## config.mk

```make
export PLATFORM = sky130hd
export DESIGN_NAME = pick_anim_sched
export DESIGN_NICKNAME = d
export VERILOG_FILES = /design/src/rtl/pick_anim_sched.sv
export SDC_FILE = /design/constraint.sdc
export NUM_CORES = 1
export LEC_CHECK = 0
export CORE_ASPECT_RATIO = 1.25
export CORE_UTILIZATION = 51
export CTS_CLUSTER_SIZE = 25
export DETAILED_ROUTE_END_ITERATION = 10
export PLACE_DENSITY = 0.92
export SETUP_SLACK_MARGIN = 0.2
export SYNTH_ARGS = -nofsm -noshare
export SYNTH_HDL_FRONTEND = slang
export SYNTH_SLANG_ARGS = --single-unit
```

## constraint.sdc

```tcl
create_clock -name CLK -period 4.8 [get_ports CLK]
set_clock_uncertainty 0.2 [all_clocks]
set_input_delay 0.96 -clock CLK [delete_from_list [all_inputs] [get_ports CLK]]
set_output_delay 0.96 -clock CLK [all_outputs]
set_load 0.05 [all_outputs]
```

## src/rtl/pick_anim_sched.sv

```systemverilog
// Per-frame orbit sequencer: walks the ball slots through the shared rotation
// lookup and writes one coordinate pair per slot into the pixel table.
// Optional macro PICK_ACK_TIMEOUT_EN adds a bounded wait on rot_ack.
//
// Ports:
//   CLK, Reset                    clock, asynchronous active-high reset
//   frame_start                   one-cycle pulse at vertical blanking
//   centerX, centerY, radius      orbit geometry, shadowed per frame
//   speed                         angle advance per frame (0..15)
//   rot_req/radius/phase/angle    request to the rotation lookup
//   rot_ack, rot_x, rot_y         lookup response
//   coord_we/slot_idx/coord_x/y   coordinate table write port
//   busy, done, overrun           status; overrun is sticky
//   err_timeout                   sticky ack timeout (0 without macro)
module pick_anim_sched #(
   parameter int NUM_SLOTS   = 10,
   parameter int ACK_TIMEOUT = 16
) (
   input  logic       CLK,
   input  logic       Reset,
   input  logic       frame_start,
   input  logic [9:0] centerX,
   input  logic [9:0] centerY,
   input  logic [9:0] radius,
   input  logic [3:0] speed,
   output logic       rot_req,
   output logic [9:0] rot_radius,
   output logic [1:0] rot_phase,
   output logic [9:0] rot_angle,
   input  logic       rot_ack,
   input  logic [9:0] rot_x,
   input  logic [9:0] rot_y,
   output logic       coord_we,
   output logic [3:0] slot_idx,
   output logic [9:0] coord_x,
   output logic [9:0] coord_y,
   output logic       busy,
   output logic       done,
   output logic       overrun,
   output logic       err_timeout
);

   if (NUM_SLOTS < 1 || NUM_SLOTS > 16 || ACK_TIMEOUT < 1) begin : g_bad_cfg
      $error("pick_anim_sched: parameter out of range");
   end

   typedef enum logic [1:0] {
      S_IDLE,
      S_REQ,
      S_WRITE,
      S_DONE
   } state_t;

   localparam logic [3:0] LAST = 4'(NUM_SLOTS - 1);

   state_t     state_q, state_d;
   logic [3:0] slot_q, slot_d;
   logic [9:0] angle_q, angle_d;
   logic [9:0] cx_q, cx_d;
   logic [9:0] cy_q, cy_d;
   logic [9:0] rad_q, rad_d;
   logic [9:0] ang_sh_q, ang_sh_d;
   logic [9:0] x_q, x_d;
   logic [9:0] y_q, y_d;
   logic       req_q, we_q, done_q;
   logic       ovr_q, ovr_d;
   logic [10:0] ang_sum;
   logic [9:0] off_w;

   function automatic logic [6:0] slot_off(input logic [3:0] s);
      case (s)
         4'd0:    return 7'd30;
         4'd1:    return 7'd40;
         4'd2:    return 7'd50;
         4'd3:    return 7'd60;
         4'd4:    return 7'd70;
         4'd5:    return 7'd80;
         4'd6:    return 7'd90;
         4'd7:    return 7'd80;
         4'd8:    return 7'd80;
         default: return 7'd100;
      endcase
   endfunction

   function automatic logic [1:0] slot_phase(input logic [3:0] s);
      case (s)
         4'd7:    return 2'd1;
         4'd8:    return 2'd2;
         default: return 2'd0;
      endcase
   endfunction

   // Saturating subtract: small orbits collapse to the centre instead of wrapping.
   assign off_w      = {3'd0, slot_off(slot_q)};
   assign rot_radius = (rad_q < off_w) ? 10'd0 : rad_q - off_w;
   assign rot_phase  = slot_phase(slot_q);
   assign rot_angle  = ang_sh_q;
   assign ang_sum    = {1'b0, angle_q} + {7'd0, speed};

`ifdef PICK_ACK_TIMEOUT_EN
   localparam int TW = $clog2(ACK_TIMEOUT + 1);
   logic [TW-1:0] tmo_q, tmo_d;
   logic          err_q, err_d;
   assign err_timeout = err_q;
`else
   assign err_timeout = 1'b0;
`endif

   always_comb begin
      state_d  = state_q;
      slot_d   = slot_q;
      angle_d  = angle_q;
      cx_d     = cx_q;
      cy_d     = cy_q;
      rad_d    = rad_q;
      ang_sh_d = ang_sh_q;
      x_d      = x_q;
      y_d      = y_q;
      // Any pulse outside IDLE (DONE included) is a missed frame.
      ovr_d    = ovr_q | (frame_start && state_q != S_IDLE);
`ifdef PICK_ACK_TIMEOUT_EN
      tmo_d    = '0;
      err_d    = err_q;
`endif
      case (state_q)
         S_IDLE: begin
            if (frame_start) begin
               cx_d     = centerX;
               cy_d     = centerY;
               rad_d    = radius;
               ang_sh_d = angle_q;
               slot_d   = 4'd0;
               state_d  = S_REQ;
            end
         end
         S_REQ: begin
            if (rot_ack) begin
               // Lookup returns an offset from the orbit centre.
               x_d     = cx_q + rot_x;
               y_d     = cy_q + rot_y;
               state_d = S_WRITE;
            end
`ifdef PICK_ACK_TIMEOUT_EN
            else if (tmo_q == TW'(ACK_TIMEOUT - 1)) begin
               x_d     = 10'h3FF;
               y_d     = 10'h3FF;
               err_d   = 1'b1;
               state_d = S_WRITE;
            end else begin
               tmo_d = tmo_q + 1'b1;
            end
`endif
         end
         S_WRITE: begin
            if (slot_q == LAST) begin
               state_d = S_DONE;
            end else begin
               slot_d  = slot_q + 4'd1;
               state_d = S_REQ;
            end
         end
         S_DONE: begin
            angle_d = (ang_sum >= 11'd360) ? 10'(ang_sum - 11'd360)
                                           : ang_sum[9:0];
            state_d = S_IDLE;
         end
         default: state_d = S_IDLE;
      endcase
   end

   always_ff @(posedge CLK or posedge Reset) begin
      if (Reset) begin
         state_q  <= S_IDLE;
         slot_q   <= '0;
         angle_q  <= '0;
         cx_q     <= '0;
         cy_q     <= '0;
         rad_q    <= '0;
         ang_sh_q <= '0;
         x_q      <= '0;
         y_q      <= '0;
         req_q    <= 1'b0;
         we_q     <= 1'b0;
         done_q   <= 1'b0;
         ovr_q    <= 1'b0;
`ifdef PICK_ACK_TIMEOUT_EN
         tmo_q    <= '0;
         err_q    <= 1'b0;
`endif
      end else begin
         state_q  <= state_d;
         slot_q   <= slot_d;
         angle_q  <= angle_d;
         cx_q     <= cx_d;
         cy_q     <= cy_d;
         rad_q    <= rad_d;
         ang_sh_q <= ang_sh_d;
         x_q      <= x_d;
         y_q      <= y_d;
         // Strobes come straight from flops, decoded from the next state.
         req_q    <= (state_d == S_REQ);
         we_q     <= (state_d == S_WRITE);
         done_q   <= (state_d == S_DONE);
         ovr_q    <= ovr_d;
`ifdef PICK_ACK_TIMEOUT_EN
         tmo_q    <= tmo_d;
         err_q    <= err_d;
`endif
      end
   end

   assign rot_req  = req_q;
   assign coord_we = we_q;
   assign done     = done_q;
   assign slot_idx = slot_q;
   assign coord_x  = x_q;
   assign coord_y  = y_q;
   assign busy     = (state_q != S_IDLE);
   assign overrun  = ovr_q;

endmodule

```

# --- Word-level counts from Yosys, hierarchy flattened ---
# Memories as Yosys holds them, arrays and structs flattened.
# Cells that the tools add are included.
op_classes:
  eq_ne: 11
  div: 0
  mux: 10
  addsub: 6
  n_reduce_logical: 7
  n_shift: 0
  n_bitwise: 1
  magnitude_cmp: 2
  multipliers: 0
op_table:
  columns: ["operator", "count"]
  rows:
  - ["adder 10 bit", 2]
  - ["2-to-1 mux 10 bit", 2]
  - ["adder 10 x 4 -> 11 bit", 1]
  - [">= comparator 11 x 9 -> 1 bit, second input constant", 1]
  - ["less-than comparator 10 x 7 -> 1 bit", 1]
  - ["subtractor 10 x 7 -> 10 bit", 1]
  - ["subtractor 10 x 9 -> 10 bit, second input constant", 1]
  - ["equality test 2 bit, second input constant", 4]
  - ["equality test 4 bit, second input constant", 2]
  - ["2-to-1 mux 4 bit", 2]
  - ["one-hot mux 2 bit (4 select lines)", 1]
  - ["one-hot mux 4 bit (2 select lines)", 1]
  - ["2-to-1 mux 2 bit", 3]
  - ["adder 4 x 1 -> 4 bit, second input constant", 1]
  - ["equality test 2 x 1 -> 1 bit, second input constant", 2]
  - ["equality test 4 x 3 -> 1 bit, second input constant", 1]
  - ["!= test 2 bit, second input constant", 2]
  - ["one-hot mux 2 bit (2 select lines)", 1]
  - ["AND reduction 2 bit", 2]
  - ["nonzero test 2 bit", 2]
  - ["AND reduction 3 bit", 1]
  - ["zero test 2 bit", 1]
  - ["logical AND 1 bit", 1]
  - ["bitwise OR 1 bit", 1]
word_totals:
  elab_cells: 51
  n_memories: 1
  latch_bits: 0
  rom_bits: 96
  mem_bits_rw: 0
  reg_bits: 80
  inputBits: 58
memory_table:
  columns: ["memory", "depth", "word_bits", "rd", "rd_ports_with_merged_regs", "wr", "line", "source"]
  rows:
  - ["(name not given)", 16, 6, 1, 0, 0, "71", "case (s)"]

# --- Longest topological paths before layout ---
# Gate-level depths: netlist of the first run.
depth:
  ltp_word: 4
  ltp_mapped: 14

# --- Worst setup path after synthesis of the first run ---
# No wires, ideal clock.
synth_timing:
  kind: "reg-to-output"
  startpoint: "register slot_q[0], in the netlist slot_idx[0]"
  endpoint: "output rot_radius[3]"
  path_buffers: 1
  arrival_ps: 3872
  stages_incl_launch_ff: 15
  slack_ps: -232
  cell_sequence: "dfrtp_1 inv_1 ha_1 mux2i_1 o22a_1 inv_1 ha_1 nor2b_1 o21ai_0 a21oi_1 o21a_1 o21ai_1 and3_1 clkbuf_1 nor3_1"
synth_between:
  elab_chain_len: 3
  elab_cells_between_ends: 4
synth_rtl:
  columns: ["item", "line", "source"]
  rows:
  - ["from (decl)", "57", "logic [3:0] slot_q, slot_d;"]
  - ["from (signal assigned)", "192", "slot_q <= slot_d;"]
  - ["memory (16 x 6 bit) (*)", null, null]
  - ["subtractor 10 x 7 -> 10 bit or less-than comparator 10 x 7 -> 1 bit (tied branches)", "95", "assign rot_radius = (rad_q < off_w) ? 10'd0 : rad_q - off_w;"]
  - ["2-to-1 mux 10 bit (*)", "95", null]
  - ["to (decl)", "27", "output logic [9:0] rot_radius,"]
# Every way passes the cells marked *; elsewhere a longest branch is shown, timed or not.

# --- Worst setup path in the final report of the first run ---
layout_timing:
  startpoint: "register slot_q[0], in the netlist slot_idx[0]"
  endpoint: "output rot_radius[7]"
# Same word-level chain as after synthesis.

==> results.md, run 1 <==
* Status: finished clean
* Worst hold-check path type: flip-flop to flip-flop
* WS Path Type: flip-flop to primary output
* Slew Limit Fails at 0
* Critical path data required time at 3.64 ns
* Routed wire length at 12000 um
* Die Span Y at 112 um
* Full die area at 0.0101 mm2
* Final Hold Viols at 0
* Post-synthesis mux area share at 9.49%
* Sequential-to-total area share from yosys stat at 40.5%
* Placed cell area at 0.00614 mm2
* Post-synthesis cell count at 501
* Die Wd at 90.1 um
* Nature of the critical path startpoint: flip-flop
* Final core utilization at 70.2%
* Final nets at 703
* Peak supply drop at 0.443 mV
* Achievable Freq at 226 MHz
* Number of global-route vias before repair at 4371
* Syn Area/Cell at 9.86 um2
* Global route overflow at 0
* Finish-stage setup viols at 0
* Slowest stage delay, CP at 0.42 ns
* Flops & latches, synth at 80
* Area growth syn-to-layout at 31.7%
* Post-Synth Adder-Cell Area at 10.7%
* Drt first pass iters at 4
* IO Pins at 110
* EDFF count, synth at 0
* Final critical path time including I/O delays and setup at 4.42 ns
* Clk_lat worst skew at 0.34 ns
* NetSw at 2.65 mW
* Root Driver: clkbuf_16
* Cell Pwr Density at 846 mW/mm2
* Leak Pwr at 2.84 nW
* Clock Pin Slew Worst Setup and Hold Paths at 0.06 ns
* Internal reg-to-reg setup slack at 1.51 ns
* Crit path DAT at 3.26 ns
* Max_cap viols at 0
* Worst-path cell chain: inv_2 > ha_1 > nand2b_1 > o221a_2 > ha_1 > fa_1 > nor2b_2 > o21ai_0 > a21boi_1 > o21ai_0 > nor2b_1 > xnor2_1 > nor2_2 > buf_12
* Ys async rst share at 100%
* Port bufs at 108
* CTS Buf Count at 9
* Share of post-route cells with drive strength above 1 at 15.7%
* Comb power frac at 63.0%
* Clk pwr share at 14.4%
* Yosys cell types at 64
* RSZ-0062 raised after global routing: no
* Placeable core region at 0.00927 mm2
* Hold Path Cell Cnt at 2
* Ys flop type: dfrtp_1
* Synth Area in Compound Gates at 16.8%
* Sw Share at 48.1%
* Main combinational cell family by area after synthesis: compound AO/OA/AOI/OAI gates
* Slowest cell on crit path: dfrtp_2
* RD Place Congestion at 0.908
* Post-DRT Antenna Nets at 0
* Post-synthesis cell area at 0.00494 mm2
* Simple-gate area share of the yosys netlist at 14.6%
* FF-to-FF path depth at 9
* Sum Neg Setup Slack at 0 ns
* Post-CTS Hold Buffers at 0
* Setup crit end kind: primary output
* Maximum fanout along the worst path at 7
* DRC at 0
* Pint at 2.86 mW
* Via count at 4169
* Design Area, Final at 0.00651 mm2
* GRT Total Usage at 24.8%
* DR vias/cell at 5.69
* Synth Net Count at 599
* Antenna violations before repair at 0
* Register share of total power at 22.6%
* Largest net degree at the start of global routing at 62
* Power, Total at 5.51 mW
* Yosys warning count at 0
* CTS tree: built
* Minimum hold slack at 0.273 ns
* XOR/XNOR share of the synthesized area at 3.72%
* Htree depth at 3
* Slew margin rel. at 28.3%
* Worst Tran Pin Value at 1.07 ns
* Sink Count at 80
* N_diodes at 0
* Row count at 39
* Max Root-Sink Buffers at 2
* Wire per inst at 16.4 um
* Initial DRC Count at 182
* Final Cycle Share at 92.1%
* Starting Density at 53.3%
* Global-route wire length before repair at 20100 um
* DP HPWL at 8930 um
cells by family after synthesis:
logic type | count (synthesis)
fa+ha+maj | 40
flops | 80
compound gates | 121
xor+xnor | 21
other cells | 1
simple gates | 145
mux | 42
buf+inv | 51
repair_timing:
item,in CTS,in global routing
setup endpoints to repair,9,10
pin swaps,0,2
setup buffers,0,2
hold endpoints to repair,0,0
gates resized for setup,4,4
synth_stat cells, types with 4 or more instances:
cell,n,area [um2]
nor3_1,9,45.0
a211oi_1,6,45.0
a21o_1,10,75.1
fa_1,4,80.1
or2_2,4,25.0
nand2b_1,5,31.3
dfrtp_1,80,2000
nor3b_1,6,45.0
o21ai_1,6,30.0
o31ai_1,4,30.0
clkbuf_1,13,48.8
mux2_2,39,439
a31oi_1,4,25.0
ha_1,36,450
a21boi_0,6,45.0
xnor2_1,11,96.3
xor2_1,10,87.6
nor2_1,27,101
o21ai_0,38,190
nand2_1,50,188
inv_1,31,116
nand4_1,4,25.0
and3_1,7,43.8
nor2b_1,9,56.3
a21oi_1,18,90.1
nand3_1,10,50.1
sequential cells by signal, indices dropped and copies added (netlist names):
signal     cells
angle_q       10
coord_x       10
coord_y       10
cx_q          10
cy_q          10
rad_q         10
rot_angle     10
slot_idx       4
state_q        2
coord_we       1
done           1
overrun        1
rot_req        1
final cells by class:
cell class | instances | area [um2]
fillers | 706 | 2760
inverters | 32 | 121
well taps | 123 | 154
repair buffers | 112 | 1110
clock inverters | 7 | 119
multi-input cells | 370 | 2780
clock buffers | 9 | 225
flip-flops and latches | 80 | 2000
placed cells by master (no fill, tap or decap), types with 4 or more instances in the layout:
master / synthesis / final
a211oi_1: 6 / 6
a21boi_0: 6 / 5
a21o_1: 10 / 10
a21oi_1: 18 / 18
a31oi_1: 4 / 4
and3_1: 7 / 6
buf_4: 1 / 12
clkbuf_16: 0 / 9
clkdlybuf4s50_1: 0 / 98
dfrtp_1: 80 / 78
fa_1: 4 / 4
ha_1: 36 / 36
inv_1: 31 / 29
mux2_2: 39 / 39
nand2_1: 50 / 50
nand2b_1: 5 / 5
nand3_1: 10 / 10
nand4_1: 4 / 4
nor2_1: 27 / 25
nor2b_1: 9 / 8
nor3_1: 9 / 6
nor3b_1: 6 / 6
o21ai_0: 38 / 37
o21ai_1: 6 / 6
o31ai_1: 4 / 4
or2_2: 4 / 4
xnor2_1: 11 / 11
xor2_1: 10 / 10
power groups by stage:
| stage | Clock [mW] | Combinational [mW] | Sequential [mW] |
|---|---|---|---|
| after floorplan | 0 | 2.05 | 1.64 |
| after global placement | 0 | 3.31 | 1.24 |
| after detailed placement | 0 | 3.42 | 1.26 |
| after CTS | 0.802 | 3.45 | 1.25 |
| after global routing | 0.834 | 3.73 | 1.28 |
| final | 0.790 | 3.47 | 1.24 |
worst paths after layout:
path                                          from                      end
max                        slot_idx[0]$_DFFE_PP0P_            rot_radius[7]
min in group asynchronous                    Reset      cx_q[5]$_DFFE_PP0P_
max in group asynchronous                    Reset  slot_idx[0]$_DFFE_PP0P_
max reg2reg                 angle_q[0]$_DFFE_PP0N_   angle_q[4]$_DFFE_PP0N_
min reg2reg                 coord_y[6]$_DFFE_PP0P_   coord_y[6]$_DFFE_PP0P_
min                         coord_y[6]$_DFFE_PP0P_   coord_y[6]$_DFFE_PP0P_
metal layers:
| layer | global-route usage (%) | part of all wire, % |
|---|---|---|
| met3 | 3.59 | 3.8 |
| met2 | 45.5 | 53 |
| met1 | 27.7 | 39 |
| met4 | 13.2 | 3.6 |
| met5 | 0 | 0 |
stage by stage:
step                      setup WS [ns]  instances
after floorplan                   0.131        501
after global placement            0.610        715
after detailed placement          0.418        715
after CTS                         0.197        731
after global routing              0.231        733
final                             0.381        733
critical path, delay by kind of cell (launching register included):
family	cells	cell delay, ns
flops	1	0.42
fa+ha+maj	3	0.84
simple gates	4	0.60
compound gates	4	0.69
buf+inv	2	0.24
xor+xnor	1	0.13
Power figures use the tool's default switching activity.
==> run 2, diff against run 1 <==
--- a/config.mk
+++ b/config.mk
@@ -9,7 +9,7 @@
 export CORE_UTILIZATION = 51
 export CTS_CLUSTER_SIZE = 25
 export DETAILED_ROUTE_END_ITERATION = 10
-export PLACE_DENSITY = 0.92
+export PLACE_DENSITY = 0.89
 export SETUP_SLACK_MARGIN = 0.2
 export SYNTH_ARGS = -nofsm -noshare
 export SYNTH_HDL_FRONTEND = slang
==> run 2 against run 1 <==
Effect of this change:
- global-route usage fell by 0.99 points
- design area rose by 0.35%
- worst setup slack got worse by 0.10 ns
- hold slack got worse by 0.016 ns
- core utilization rose by 0.24 points
- first-iteration DRC count fell by 4.9%
- die area did not move
- critical path type unchanged
- critical endpoint is now rot_radius[5]
- highest routed layer unchanged
==> results.md, run 2 (synthesized netlist as in run 1, its figures left out) <==
* DP HPWL at 8610 um (-3.6%)
* Slew Limit Fails at 0 (unchanged)
* WS Path Type: flip-flop to primary output
* Slew margin rel. at 28.4% (+0.10 points)
* Share of post-route cells with drive strength above 1 at 16.3% (+0.52 points)
* Final nets at 708 (+0.71%)
* Port bufs at 108 (unchanged)
* Place WS at 0.408 ns (-0.0103 ns)
* IO Pins at 110 (unchanged)
* Clk_lat worst skew at 0.34 ns (about the same)
* Internal reg-to-reg setup slack at 1.55 ns (+0.04 ns)
* Global route overflow at 0 (unchanged)
* Htree depth at 3 (unchanged)
* Critical path data required time at 3.64 ns (about the same)
* Worst Tran Pin Value at 1.07 ns (-0.00152 ns)
* Most common cell after layout, fill and taps aside: clkdlybuf4s50_1
* Worst-path cell chain: clkinvlp_4 > buf_4 > ha_1 > mux2i_1 > o22a_1 > inv_1 > ha_1 > nor2b_1 > o21ai_1 > a21oi_2 > o21a_1 > o21ai_2 > and3_4 > nor3_2 > buf_4
* Via count at 4147 (-0.53%)
* Critical path buffer and inverter count at 4 (+2)
* N_diodes at 0 (unchanged)
* Final Hold Viols at 0 (unchanged)
* Max Root-Sink Buffers at 2 (unchanged)
* DR vias/cell at 5.62 (-1.2%)
* Delay-heaviest family, CP: compound AO/OA/AOI/OAI gates
* Full die area at 0.0101 mm2 (unchanged)
* Clock Pin Slew Worst Setup and Hold Paths at 0.06 ns (about the same)
* Sum Neg Setup Slack at 0 ns (unchanged)
* Worst hold start: overrun$_DFF_PP0_
* Initial DRC Count at 173 (-4.9%)
* Critical R2R Capture: angle_q[5]$_DFFE_PP0N_
* CTS tree: built
* Sink Count at 80 (unchanged)
* Max_cap viols at 0 (unchanged)
* Slowest cell on crit path: dfrtp_2
* Crit path DAT at 3.36 ns (+0.10 ns)
* Routed wire length at 11800 um (-1.8%)
* Starting Density at 53.3% (unchanged)
* FF-to-FF path depth at 10 (+1)
* Setup crit end kind: primary output
* Nature of the critical path startpoint: flip-flop
* Root Driver: clkbuf_16
* Placeable core region at 0.00927 mm2 (unchanged)
* Worst hold path endpoint: overrun$_DFF_PP0_
* Worst hold-check path type: flip-flop to flip-flop
* Maximum fanout along the worst path at 8 (+1)
* Largest net degree at the start of global routing at 63 (+1.6%)
* Final Cycle Share at 94.1% (+2.1 points)
* Slowest stage delay, CP at 0.42 ns (about the same)
* R2R Path Start: angle_q[0]$_DFFE_PP0N_
* Row count at 39 (unchanged)
* GRT Total Usage at 23.8% (-0.99 points)
* Drt first pass iters at 4 (unchanged)
* Fill count at 706 (unchanged)
* Final critical path time including I/O delays and setup at 4.52 ns (+0.0998 ns)
* RSZ-0062 raised after global routing: no
* Post-DRT Antenna Nets at 0 (unchanged)
* Post-CTS Hold Buffers at 0 (unchanged)
* Global-route wire length before repair at 19400 um (-3.2%)
* Fin worst setup slack at 0.281 ns (-0.0998 ns)
* Most frequent cells in the layout: 98 x clkdlybuf4s50_1, 78 x dfrtp_1, 50 x nand2_1, 39 x mux2_2
* Die Span Y at 112 um (unchanged)
* Hold Path Cell Cnt at 1 (-1)
* RD Place Congestion at 0.859 (-5.4%)
* Number of global-route vias before repair at 4235 (-3.1%)
* Finish-stage setup viols at 0 (unchanged)
* Antenna violations before repair at 0 (unchanged)
* DRC at 0 (unchanged)
* Area growth syn-to-layout at 32.2%
* Die Wd at 90.1 um (unchanged)
* Status: finished clean
* CTS Buf Count at 9 (unchanged)
* Achievable Freq at 221 MHz (-2.2%)
* Wire per inst at 16.0 um (-2.4%)
-- run 2: what timing repair did --
item,in CTS,in global routing
setup endpoints to repair,9,10
resized for setup,4,6
buffers inserted,0,6
gates cloned,0,0
pin swaps,0,1
endpoints found under the hold margin,0,0
-- run 2: final cells by class --
cell class,instances,area [um2],share of cell area [%]
Clock buffer,14,274,4.19
Clock inverter,2,60.1,0.919
Inverter,32,125,1.91
Multi-Input combinational cell,370,2780,42.6
Sequential cell,80,2000,30.7
Tap cell,123,154,2.36
Timing Repair Buffer,117,1140,17.4
-- run 2: worst register-to-register path, stage by stage, from the launching register on --
cell,delay (ns)
dfrtp_1,0.39
ha_1,0.24
fa_1,0.46
a211oi_4,0.37
or2_4,0.23
nand2_1,0.08
ha_1,0.24
nor3_1,0.32
nand2_1,0.12
mux2_2,0.30
a211oi_1,0.21
-- run 2: how the worst max path moves through the flow --
stage	cells past startpoint	startpoint	slack (ns)	endpoint
finish	15	slot_idx[0]$_DFFE_PP0P_	0.28	rot_radius[5]
global route	15	slot_idx[0]$_DFFE_PP0P_	0.11	rot_radius[0]
CTS	14	slot_idx[0]$_DFFE_PP0P_	0.20	rot_radius[5]
detailed placement	14	slot_idx[0]$_DFFE_PP0P_	0.41	rot_radius[5]
global placement	14	slot_idx[0]$_DFFE_PP0P_	0.61	rot_radius[5]
floorplan	14	slot_idx[1]$_DFFE_PP0P_	0.13	rot_radius[0]
-- run 2: routing by layer --
| metal | wire length (um) | vias up | track usage (%) |
|---|---|---|---|
| met3 | 512 | 36 | 4.07 |
| li1 | - | 1993 | - |
| met5 | 0 | - | 0 |
| met2 | 6210 | 132 | 42.3 |
| met4 | 367 | 0 | 10.8 |
| met1 | 4690 | 1986 | 28.2 |
-- run 2: metrics by stage --
stage,std cells,instance area (um2),util (%),hold WS (ns)
floorplan,501,4960,-,0.270
global route,738,6530,70.5,0.293
finish,738,6530,70.5,0.256
global placement,716,6130,66.2,0.244
CTS,732,6470,69.8,0.263
detailed placement,716,6130,66.2,0.246
Power of run 2 is not shown: default switching activity piles up to over one toggle a cycle in this logic, so the estimate is an artifact.
==> run 3, diff against run 2 <==
--- a/config.mk
+++ b/config.mk
@@ -7,7 +7,6 @@
 export LEC_CHECK = 0
 export CORE_ASPECT_RATIO = 1.25
 export CORE_UTILIZATION = 51
-export CTS_CLUSTER_SIZE = 25
 export DETAILED_ROUTE_END_ITERATION = 10
 export PLACE_DENSITY = 0.89
 export SETUP_SLACK_MARGIN = 0.2
==> constraint.sdc (replaced) <==
create_clock -name CLK -period 4.4 [get_ports CLK]
set_clock_uncertainty 0.2 [all_clocks]
set_input_delay 0.88 -clock CLK [delete_from_list [all_inputs] [get_ports CLK]]
set_output_delay 0.88 -clock CLK [all_outputs]
set_load 0.05 [all_outputs]
==> run 3 against run 2 <==
Effect of this change:
- design area rose by 4.8%
- non-clock buffer count rose by 17
- clock-buffer cell count fell by 2
- worst setup slack got worse by 0.058 ns
- core utilization rose by 3.4 points
- final cell count rose by 2.2%
- register-to-register slack got worse by 0.39 ns
- die area did not move
- sequential share of layout area fell by 1.4 points
- hold slack improved by 0.018 ns
- critical endpoint unchanged
- largest cell class unchanged
==> results.md, run 3 (synthesized netlist as in run 1, its figures left out) <==
* Placeable core region at 0.00927 mm2 (unchanged)
* Sink Count at 80 (unchanged)
* Max_cap viols at 0 (unchanged)
* Critical R2R Capture: angle_q[5]$_DFFE_PP0N_
* Maximum fanout along the worst path at 6 (-2)
* RD Place Congestion at 0.872 (+1.5%)
* Final nets at 725 (+2.4%)
* Largest net degree at the start of global routing at 48 (-24%)
* Post-CTS Hold Buffers at 0 (unchanged)
* Number of global-route vias before repair at 4426 (+4.5%)
* IO Pins at 110 (unchanged)
* Htree depth at 3 (unchanged)
* Starting Density at 53.3% (unchanged)
* Final Cycle Share at 94.9%
* Port bufs at 108 (unchanged)
* Crit path DAT at 3.10 ns (-0.26 ns)
* Full die area at 0.0101 mm2 (unchanged)
* Internal reg-to-reg setup slack at 1.16 ns (-0.39 ns)
* Crit path from: slot_idx[1]$_DFFE_PP0P_
* Setup crit end kind: primary output
* DP HPWL at 8910 um (+3.5%)
* Via count at 4330 (+4.4%)
* FF-to-FF path depth at 10 (unchanged)
* Clk_lat worst skew at 0.33 ns (about the same)
* Global-route wire length before repair at 21000 um (+8.4%)
* DRC at 0 (unchanged)
* RSZ-0062 raised after global routing: yes
* Status: finished clean
* Wire per inst at 17.3 um (+8.1%)
* N_diodes at 0 (unchanged)
* Finish-stage setup viols at 0 (unchanged)
* Area growth syn-to-layout at 38.6%
* R2R Path Start: angle_q[0]$_DFFE_PP0N_
* CTS Buf Count at 9 (unchanged)
* Worst Tran Pin Value at 0.782 ns (-0.291 ns)
* Slew margin rel. at 47.9% (+20 points)
* Worst hold-check path type: flip-flop to flip-flop
* Area occupied by multi-input gates at 0.00290 mm2 (+4.2%)
* Most frequent cells in the layout: 98 x clkdlybuf4s50_1, 77 x dfrtp_1, 50 x nand2_1, 39 x mux2_2, 33 x o21ai_0
* Drt first pass iters at 5 (+1)
* Critical path data required time at 3.32 ns (-0.32 ns)
* Routed wire length at 13000 um (+10%)
* GRT Total Usage at 26.2% (+2.4 points)
* Die Span Y at 112 um (unchanged)
* Worst setup endpoint: rot_radius[5]
* Achievable Freq at 239 MHz
* Initial DRC Count at 251 (+45%)
* Global route overflow at 0 (unchanged)
* CTS tree: built
* Clock Pin Slew Worst Setup and Hold Paths at 0.06 ns (about the same)
* DR vias/cell at 5.74 (+2.2%)
* Post-DRT Antenna Nets at 0 (unchanged)
* Share of post-route cells with drive strength above 1 at 21.4% (+5.1 points)
* Sum Neg Setup Slack at 0 ns (unchanged)
* Nature of the critical path startpoint: flip-flop
* Final critical path time including I/O delays and setup at 4.18 ns
* Root Driver: clkbuf_16
* Die Wd at 90.1 um (unchanged)
* Slew Limit Fails at 0 (unchanged)
* Sequential Area at 0.00201 mm2 (about the same)
* Most common cell after layout, fill and taps aside: clkdlybuf4s50_1
* Antenna violations before repair at 0 (unchanged)
* Max Root-Sink Buffers at 2 (unchanged)
* Fill count at 627 (-11%)
* WS Path Type: flip-flop to primary output
* Final Hold Viols at 0 (unchanged)
* Row count at 39 (unchanged)
[run 3: cell types whose count changed in the layout (fill, tap and decap cells not counted), moves of 3 or more]
| cell | before | now |
|---|---|---|
| buf_12 | 1 | 4 |
| buf_4 | 18 | 25 |
| buf_6 | 0 | 7 |
| ha_1 | 36 | 31 |
| ha_4 | 0 | 3 |
| nor2b_1 | 8 | 5 |
| nor3_2 | 3 | 0 |
| nor3_4 | 0 | 3 |
| o21ai_0 | 36 | 33 |
| o21ai_2 | 2 | 5 |
[run 3: how the worst min path moves through the flow]
stage,startpoint,end,slack (ns),depth (start not counted)
2_1_floorplan,angle_q[2]$_DFFE_PP0N_,angle_q[2]$_DFFE_PP0N_,0.27,2
3_3_place_gp,overrun$_DFF_PP0_,overrun$_DFF_PP0_,0.25,1
3_5_place_dp,overrun$_DFF_PP0_,overrun$_DFF_PP0_,0.26,1
4_1_cts,overrun$_DFF_PP0_,overrun$_DFF_PP0_,0.28,1
5_1_grt,overrun$_DFF_PP0_,overrun$_DFF_PP0_,0.29,1
6_report,coord_y[6]$_DFFE_PP0P_,coord_y[6]$_DFFE_PP0P_,0.27,2
[run 3: stage by stage]
step | hold slack, ns | worst slack (ns) | instance area (um2) | utilization (%) | cells
final | 0.274 | 0.223 | 6850 | 73.9 | 754
after CTS | 0.278 | 0.204 | 6710 | 72.4 | 749
after detailed placement | 0.263 | 0.153 | 6230 | 67.2 | 718
after floorplan | 0.270 | 0.206 | 5010 | - | 501
after global placement | 0.252 | 0.344 | 6230 | 67.2 | 718
after global routing | 0.290 | 0.0957 | 6850 | 73.9 | 754
[run 3: worst max-delay path: stages, from the launching register on]
cell and delay, ns:
dfrtp_2 0.42, buf_4 0.16, ha_1 0.17, o21ai_1 0.17
nand2_1 0.12, ha_1 0.34, nor2b_4 0.15, o21ai_2 0.17
a21boi_2 0.10, buf_4 0.14, buf_4 0.12, buf_4 0.12
buf_4 0.12, buf_4 0.13, nor3_4 0.15, buf_6 0.19
[run 3: repair_timing]
item,4_1_cts,5_1_grt
buffers inserted,16,5
endpoints found under the setup margin,10,10
endpoints found under the hold margin,0,0
cloned,0,0
pin swaps,7,14
gates resized for setup,11,23
[run 3: layout make-up]
class,instances,area share [%]
clock inverters,3,1.32
multi-input cells,370,42.3
well taps,123,2.25
flip-flops and latches,80,29.3
clock buffers,12,3.60
repair buffers,134,19.4
inverters,32,1.85
[run 3: routing by layer]
layer,track usage [%],share of wire (%),up-vias
met4,12.8,3.9,0
li1,-,-,2016
met1,29.7,38,2109
met5,0,0,-
met2,48.3,54,161
met3,3.52,4.3,44
Power of run 3 is left out for the same reason.
